[src/rtl/reg_file_sb_if.sv]
// Bus bundle between the register file and its write-back / issue / decode clients.
interface reg_file_sb_if #(
   parameter int DATA_W = 32,
   parameter int ADDR_W = 5
);
   logic              wr_en;
   logic [ADDR_W-1:0] wr_addr;
   logic [DATA_W-1:0] wr_data;
   logic              issue_en;
   logic [ADDR_W-1:0] issue_addr;
   logic [ADDR_W-1:0] rd_addr_a;
   logic [DATA_W-1:0] rd_data_a;
   logic              busy_a;
   logic [ADDR_W-1:0] rd_addr_b;
   logic [DATA_W-1:0] rd_data_b;
   logic              busy_b;

   modport master (
      output wr_en, wr_addr, wr_data, issue_en, issue_addr, rd_addr_a, rd_addr_b,
      input  rd_data_a, busy_a, rd_data_b, busy_b
   );

   modport slave (
      input  wr_en, wr_addr, wr_data, issue_en, issue_addr, rd_addr_a, rd_addr_b,
      output rd_data_a, busy_a, rd_data_b, busy_b
   );
endinterface

[src/rtl/reg_file_sb.sv]
// Register file with two combinational read ports, one write port with
// write-through bypass, r0 hardwired to zero, and a per-register busy
// scoreboard used by decode to stall on RAW hazards.
module reg_file_sb #(
   parameter int DATA_W = 32,
   parameter int ADDR_W = 5
) (
   input logic          clk,
   input logic          rst_n,
   reg_file_sb_if.slave bus
);
   localparam int DEPTH = 2 ** ADDR_W;

   logic [DATA_W-1:0] regs [DEPTH];
   logic [DEPTH-1:0]  busy;
   logic              wr_hit;
   logic              issue_hit;

   assign wr_hit    = bus.wr_en    && (bus.wr_addr    != '0);
   assign issue_hit = bus.issue_en && (bus.issue_addr != '0);

   // Register storage: async clear, writes to r0 discarded.
   always_ff @(posedge clk or negedge rst_n) begin
      if (!rst_n) begin
         for (int i = 0; i < DEPTH; i++) regs[i] <= '0;
      end else if (wr_hit) begin
         regs[bus.wr_addr] <= bus.wr_data;
      end
   end

   // Scoreboard: clear on write-back, then set on issue so a newer producer wins.
   always_ff @(posedge clk or negedge rst_n) begin
      if (!rst_n) begin
         busy <= '0;
      end else begin
         if (wr_hit)    busy[bus.wr_addr]    <= 1'b0;
         if (issue_hit) busy[bus.issue_addr] <= 1'b1;
      end
   end

   // Port A read: r0 reads zero, bypass the in-flight write, otherwise array.
   // Reset forces zero so the bypass cannot leak wr_data while held.
   always_comb begin
      bus.rd_data_a = '0;
      bus.busy_a    = 1'b0;
      if (rst_n && (bus.rd_addr_a != '0)) begin
         if (bus.wr_en && (bus.wr_addr == bus.rd_addr_a)) begin
            bus.rd_data_a = bus.wr_data;
         end else begin
            bus.rd_data_a = regs[bus.rd_addr_a];
            bus.busy_a    = busy[bus.rd_addr_a];
         end
      end
   end

   // Port B read: identical to port A.
   always_comb begin
      bus.rd_data_b = '0;
      bus.busy_b    = 1'b0;
      if (rst_n && (bus.rd_addr_b != '0)) begin
         if (bus.wr_en && (bus.wr_addr == bus.rd_addr_b)) begin
            bus.rd_data_b = bus.wr_data;
         end else begin
            bus.rd_data_b = regs[bus.rd_addr_b];
            bus.busy_b    = busy[bus.rd_addr_b];
         end
      end
   end
endmodule
[src/flat_wrapper.sv]
// flat-port wrapper written by rule: the top's interface ports become plain ports
module reg_file_sb_flat 
#(
   parameter int DATA_W = 32,
   parameter int ADDR_W = 5
)
  (clk, rst_n, bus_wr_en, bus_wr_addr, bus_wr_data, bus_issue_en, bus_issue_addr, bus_rd_addr_a, bus_rd_addr_b, bus_rd_data_a, bus_busy_a, bus_rd_data_b, bus_busy_b);
  reg_file_sb_if #(.DATA_W(DATA_W), .ADDR_W(ADDR_W)) bus_i ();
  input logic clk;
  input logic rst_n;
  input wire logic [$bits(bus_i.wr_en)-1:0] bus_wr_en;
  input wire logic [$bits(bus_i.wr_addr)-1:0] bus_wr_addr;
  input wire logic [$bits(bus_i.wr_data)-1:0] bus_wr_data;
  input wire logic [$bits(bus_i.issue_en)-1:0] bus_issue_en;
  input wire logic [$bits(bus_i.issue_addr)-1:0] bus_issue_addr;
  input wire logic [$bits(bus_i.rd_addr_a)-1:0] bus_rd_addr_a;
  input wire logic [$bits(bus_i.rd_addr_b)-1:0] bus_rd_addr_b;
  output wire logic [$bits(bus_i.rd_data_a)-1:0] bus_rd_data_a;
  output wire logic [$bits(bus_i.busy_a)-1:0] bus_busy_a;
  output wire logic [$bits(bus_i.rd_data_b)-1:0] bus_rd_data_b;
  output wire logic [$bits(bus_i.busy_b)-1:0] bus_busy_b;
  assign bus_i.wr_en = bus_wr_en;
  assign bus_i.wr_addr = bus_wr_addr;
  assign bus_i.wr_data = bus_wr_data;
  assign bus_i.issue_en = bus_issue_en;
  assign bus_i.issue_addr = bus_issue_addr;
  assign bus_i.rd_addr_a = bus_rd_addr_a;
  assign bus_i.rd_addr_b = bus_rd_addr_b;
  assign bus_rd_data_a = bus_i.rd_data_a;
  assign bus_busy_a = bus_i.busy_a;
  assign bus_rd_data_b = bus_i.rd_data_b;
  assign bus_busy_b = bus_i.busy_b;
  reg_file_sb #(.DATA_W(DATA_W), .ADDR_W(ADDR_W)) u_core (.clk(clk), .rst_n(rst_n), .bus(bus_i));
endmodule
[config.mk]
export PLATFORM = sky130hd
export DESIGN_NAME = reg_file_sb_flat
export DESIGN_NICKNAME = d
export VERILOG_FILES = /design/src/rtl/reg_file_sb_if.sv /design/src/rtl/reg_file_sb.sv /design/src/flat_wrapper.sv
export SDC_FILE = /design/constraint.sdc
export NUM_CORES = 2
export LEC_CHECK = 0
export CAP_MARGIN = 10
export CORE_AREA = 5 5 281 352
export CTS_CLUSTER_SIZE = 20
export DETAILED_ROUTE_END_ITERATION = 6
export DIE_AREA = 0 0 286 357
export HOLD_SLACK_MARGIN = 0.02
export PLACE_DENSITY = 0.81
export SYNTH_ARGS = -nofsm -noshare
export SYNTH_HDL_FRONTEND = slang
export SYNTH_SLANG_ARGS = --single-unit
export TNS_END_PERCENT = 20
[constraint.sdc]
create_clock -name clk -period 4.5 [get_ports clk]
set_input_delay 0.45 -clock clk [delete_from_list [all_inputs] [get_ports clk]]
set_output_delay 0.45 -clock clk [all_outputs]
set_load 0.01 [all_outputs]
[After elaboration in Yosys (flattened, before gate mapping)]
Cells that the tools add are included.
Word-level totals
  bits in registers: 1056
  output and inout bits: 66
  logic and storage cells: 91
Cells by class
  equal/unequal tests: 2
  $lt $le $gt $ge: 10
  mux-type cells: 27
  reductions and logical operators: 13
  bitwise gates (word level): 6
Operator list (count)
  bitwise mux 1024 bit: 1
  2-to-1 mux 32 bit: 11
  binary-select mux 32 bit (select 5 bit): 2
  demux 32 bit (select 5 bit): 1
  AND 32 bit: 1
  inverter 32 bit: 1
  OR 32 bit: 1
  less-than comparator 5 x 6 -> 1 bit, second input constant: 4
  nonzero test 5 bit: 4
  greater-or-equal comparator 6 bit, second input constant: 3
  inverter 5 -> 6 bit: 3
  binary-select mux 1 bit (select 5 bit): 2
  demux 1 bit (select 5 bit): 2
  == test 5 bit: 2
  greater-or-equal comparator 5 x 1 -> 1 bit, second input constant: 2
  logical AND 1 bit: 9
  2-to-1 mux 1 bit: 8
  less-than comparator 6 x 1 -> 1 bit, second input constant: 1

[Depth between registers and ports, before layout]
  depth in word-level cells: 9
  depth in mapped cells: 10
  mapped depth without buffers: 5

[Worst setup path before layout]
Ideal clock, no wire load.
  kind: input -> output
  from: in bus_rd_addr_a[1]
  to: out bus_rd_data_a[30]
  cell stages on the path: 7
  setup slack: 1880 ps
  buffers on the path: 3
  arrival: 2170 ps
  path through: buf_2 -> buf_2 -> clkbuf_1 -> mux4_2 -> a2111oi_2 -> a21oi_1 -> a22o_1
On the way
  word-level cells in the longest chain between the ends: 6
  elaborated cells between the ends (all ways): 10
  classes of those cells: 1 x eq/ne; 5 x mux; 1 x bitwise; 3 x reduce/logical
Ends and longest elaborated chain
  start: declaration: line flat_wrapper.sv:16  | input wire logic [$bits(bus_i.rd_addr_a)-1:0] bus_rd_addr_a;
  inverter 5 -> 6 bit (implied by the code): line reg_file_sb.sv:50  | bus.rd_data_a = regs[bus.rd_addr_a];
  binary-select mux 32 bit (select 5 bit): line reg_file_sb.sv:50
  2-to-1 mux 32 bit (implied by the code) (2 in series): line reg_file_sb.sv:50
  2-to-1 mux 32 bit: line reg_file_sb.sv:47  | if (bus.wr_en && (bus.wr_addr == bus.rd_addr_a)) begin
  2-to-1 mux 32 bit (*): line reg_file_sb.sv:46  | if (rst_n && (bus.rd_addr_a != '0)) begin
  end: declaration: line flat_wrapper.sv:18  | output wire logic [$bits(bus_i.rd_data_a)-1:0] bus_rd_data_a;
Every way passes the cells marked *; elsewhere a longest branch is shown, timed or not. The select of a mux whose other input is x is not followed.

[Final worst setup path]
  from: in rst_n
  to: out bus_rd_data_a[8]
On the way
  word-level cells in the longest chain between the ends: 2
Ends and longest elaborated chain
  start: declaration: line flat_wrapper.sv:10  | input logic rst_n;
  logical AND 1 bit: line reg_file_sb.sv:46
  2-to-1 mux 32 bit: line reg_file_sb.sv:46
No other way between the ends.

==> flow_metrics.tcl <==
set metrics [dict create \
    required_ns 4.05 \
    postSynthAreaPerCell_um2 14.3 \
    gp_congestion 0.868 \
    startpoint_type "primary input" \
    p_sw_mw 7.70 \
    critPathSlowestCell "nor2_4" \
    route.detailed.drc 5 \
    grt_usage_pct 34.8 \
    power_mw 27.5 \
    reg2reg_depth 1 \
    die_h_um 357 \
    cts_buffers 104 \
    grt_pass1_wl_um 266000 \
    synthCells 3945 \
    nets 3942 \
    synth-seq-cells 1056 \
    p_leak_nw 27.4 \
    routedWlPerCell_um 34.4 \
    tightest_slew_ns 1.20 \
    reg2reg_to "u_core.regs[239]$_DFFE_PN0P_" \
    dieArea_um2 102000 \
    max-cap-violations 0 \
    grt-ovfl-total 0 \
    max-clock-path-buffers 3 \
    r2r_start "u_core.regs[239]$_DFFE_PN0P_" \
    drt_iter0_drc 4806 \
    critPathMaxFanout 53 \
    cp_cell_sequence "dlygate4sd3_1 > buf_8 > o31ai_2 > nor2_4 > buf_4 > a22o_1 > clkdlybuf4s50_1" \
    internal_power_mw 19.8 \
    max_freq_mhz 237 \
    antenna_found_initial 6 \
    synthDistinctLibCells 56 \
    cp_top_family "buffers and inverters" \
    skew_ns 0 \
    cts_tree "yes" \
    hold_violations 0 \
    first_global_vias 40600 \
    crit_type "primary input to output pin" \
    path_depth 7 \
    synth_nets 4001 \
    irDropWorstVdd_mv 0.384 \
    clock_sinks 1056 \
    vias 39300 \
    fin_crit_ns 4.22 \
    via_per_inst 7.55 \
    cts_root_buffer "clkbuf_16" \
    clock_latency_ns 0.68 \
    core_area_um2 95200 \
    synth_area_um2 56600 \
    power_frac_clock_pct 33.2 \
    end_kind "output pin" \
    synth_seq_area_share_pct 46.7 \
    die_w_um 286 \
    drive_gt1_share_pct 44.3 \
    grt_max_degree 190 \
    p_per_area_nw_per_um2 437 \
    n_fill_cell 6493 \
    placedCellCount 5004 \
    pwr-share-comb_pct 20.6 \
    final.period_utilization_pct 93.8 \
    fin_tns_setup_ns 0 \
    worstHoldPathType "primary input to asynchronous set/reset pin" \
    final_common_cell "dfrtp_1" \
    failed_checks "design-rule violations" \
    seqPwrFrac_pct 46.2 \
    relSlewSlack_pct 19.7 \
    path_clk_slew_ns 0.06 \
    path_buf_inv 4 \
    rsz0062_at_grt "false" \
    slew_violations 0 \
    final_area_um2 62800 \
    syn2layout_area_growth_pct 11.1 \
    instances_no_fill 5198 \
    htree_num_levels 3 \
    cp.arrival_ns 3.77 \
    rows 127 \
    ant_nets 0 \
    reg2reg_slack_ns 3.65 \
    outcome "finished, violations left" \
    io_pins 122 \
    postPlaceCellArea_um2 59300 \
    cts_resized 0 \
    setup_viol 0 \
    port-buffer-count 121 \
    layout_common_cells "dfrtp_1 (1056), mux2_2 (970), mux4_2 (373)" \
    dpl.hpwl_um 106000 \
    start_util_pct 59.4 \
    routed_wirelength_um 179000 \
    synth_warnings 0 \
    power.share.switching_pct 28.0 \
    slowest_delay_ns 0.62 \
    firstDrtPassIters 7 \
]
## Yosys cell counts (all sizes together)
cell type,number,area [um2]
a21oi,105,526
a211o,30,263
a2111oi,12,125
and2,2,12.5
nand3b,1,7.51
dfrtp,1056,26400
or3,4,25.0
mux2,994,11200
o221ai,32,280
o21ai,95,475
a22o,62,543
o41a,1,11.3
a221oi,94,823
o211ai,2,15.0
mux4,373,8400
nor2b,10,62.6
xnor2,6,52.6
and3,2,12.5
nand4b,3,26.3
clkbuf,249,941
a22oi,117,878
o2111ai,1,8.76
xor2,4,35.0
nand2b,7,58.8
o22ai,33,206
and4,1,8.76
o41ai,1,8.76
and3b,2,17.5
o31ai,1,12.5
nor2,24,90.1
or2,5,31.3
nand3,9,45.0
o2111a,1,11.3
nor3,6,40.0
clkinv,1,3.75
mux2i,322,3220
or3b,2,17.5
inv,6,22.5
nand2,22,82.6
nand4,3,18.8
nor4,2,18.8
buf,212,1230
a211oi,30,225
## power groups by stage
stage	registers, mW	clock network (mW)	logic (mW)
final	12.7	9.12	5.66
after floorplan	12.3	0	4.16
after global placement	12.6	0	5.43
after global routing	12.9	9.56	6.03
after CTS	12.6	9.16	5.62
after detailed placement	12.8	0	5.58
## layer usage
metal / vias up / wire (um) / GRT usage, %
li1: 15200 / - / -
met1: 20500 / 64200 / 45.2
met2: 2677 / 82100 / 53.8
met3: 812 / 18900 / 8.28
met4: 6 / 13700 / 20.8
met5: - / 24 / 0
## cell families (layout without fill, tap and decap cells)
group / Yosys count / in the layout / share of synthesized area [%]
AOI/OAI and AO/OA: 617 / 617 / 7.80
xor gates and xnor gates: 10 / 10 / 0.155
buffers and inverters: 468 / 492 / 3.88
DFF: 1056 / 1056 / 46.7
muxes: 1689 / 1689 / 40.4
other: 0 / 4 / 0
and+or+nand+nor: 105 / 105 / 1.02
## through the flow
| step | util [%] | setup WS (ns) | hold WS (ns) |
|---|---|---|---|
| final | 66.0 | 0.280 | 0.288 |
| after global routing | 66.0 | 0.250 | 0.321 |
| after CTS | 66.0 | 0.350 | 0.281 |
| after detailed placement | 62.3 | 0.459 | 0.385 |
| after global placement | 62.3 | 0.501 | 0.377 |
| after floorplan | - | 1.88 | 0.154 |
## state kept, by name, indices dropped and copies added, names as in the netlist
register	flops
u_core.busy	32
u_core.regs	1024
## worst max-delay path by stage
| stage | from | end | slack, ns |
|---|---|---|---|
| 3_3_place_gp | bus_rd_addr_a[3] | bus_rd_data_a[8] | 0.50 |
| 5_1_grt | rst_n | bus_rd_data_a[8] | 0.25 |
| 3_5_place_dp | bus_rd_addr_a[3] | bus_rd_data_a[8] | 0.46 |
| 2_1_floorplan | bus_rd_addr_a[1] | bus_rd_data_a[30] | 1.88 |
| 6_report | rst_n | bus_rd_data_a[8] | 0.28 |
| 4_1_cts | rst_n | bus_rd_data_a[8] | 0.35 |
## repair_timing
| item | in CTS | in global routing |
|---|---|---|
| setup endpoints to repair | 0 | 0 |
| setup buffers | 0 | 0 |
| hold buffers | 1 | 0 |
| hold endpoints to repair | 43 | 0 |
## final cells by class
cell class / instances / area [um2] / share of cell area (%)
Antenna cell: 4 / 10.0 / 0.0159
Clock buffer: 152 / 3090 / 4.91
Clock inverter: 37 / 454 / 0.723
Inverter: 7 / 28.8 / 0.0458
Multi-Input combinational cell: 2421 / 28200 / 44.9
Sequential cell: 1056 / 26400 / 42.1
Tap cell: 1225 / 1530 / 2.44
Timing Repair Buffer: 296 / 3120 / 4.96
Power figures use the tool's default switching activity.
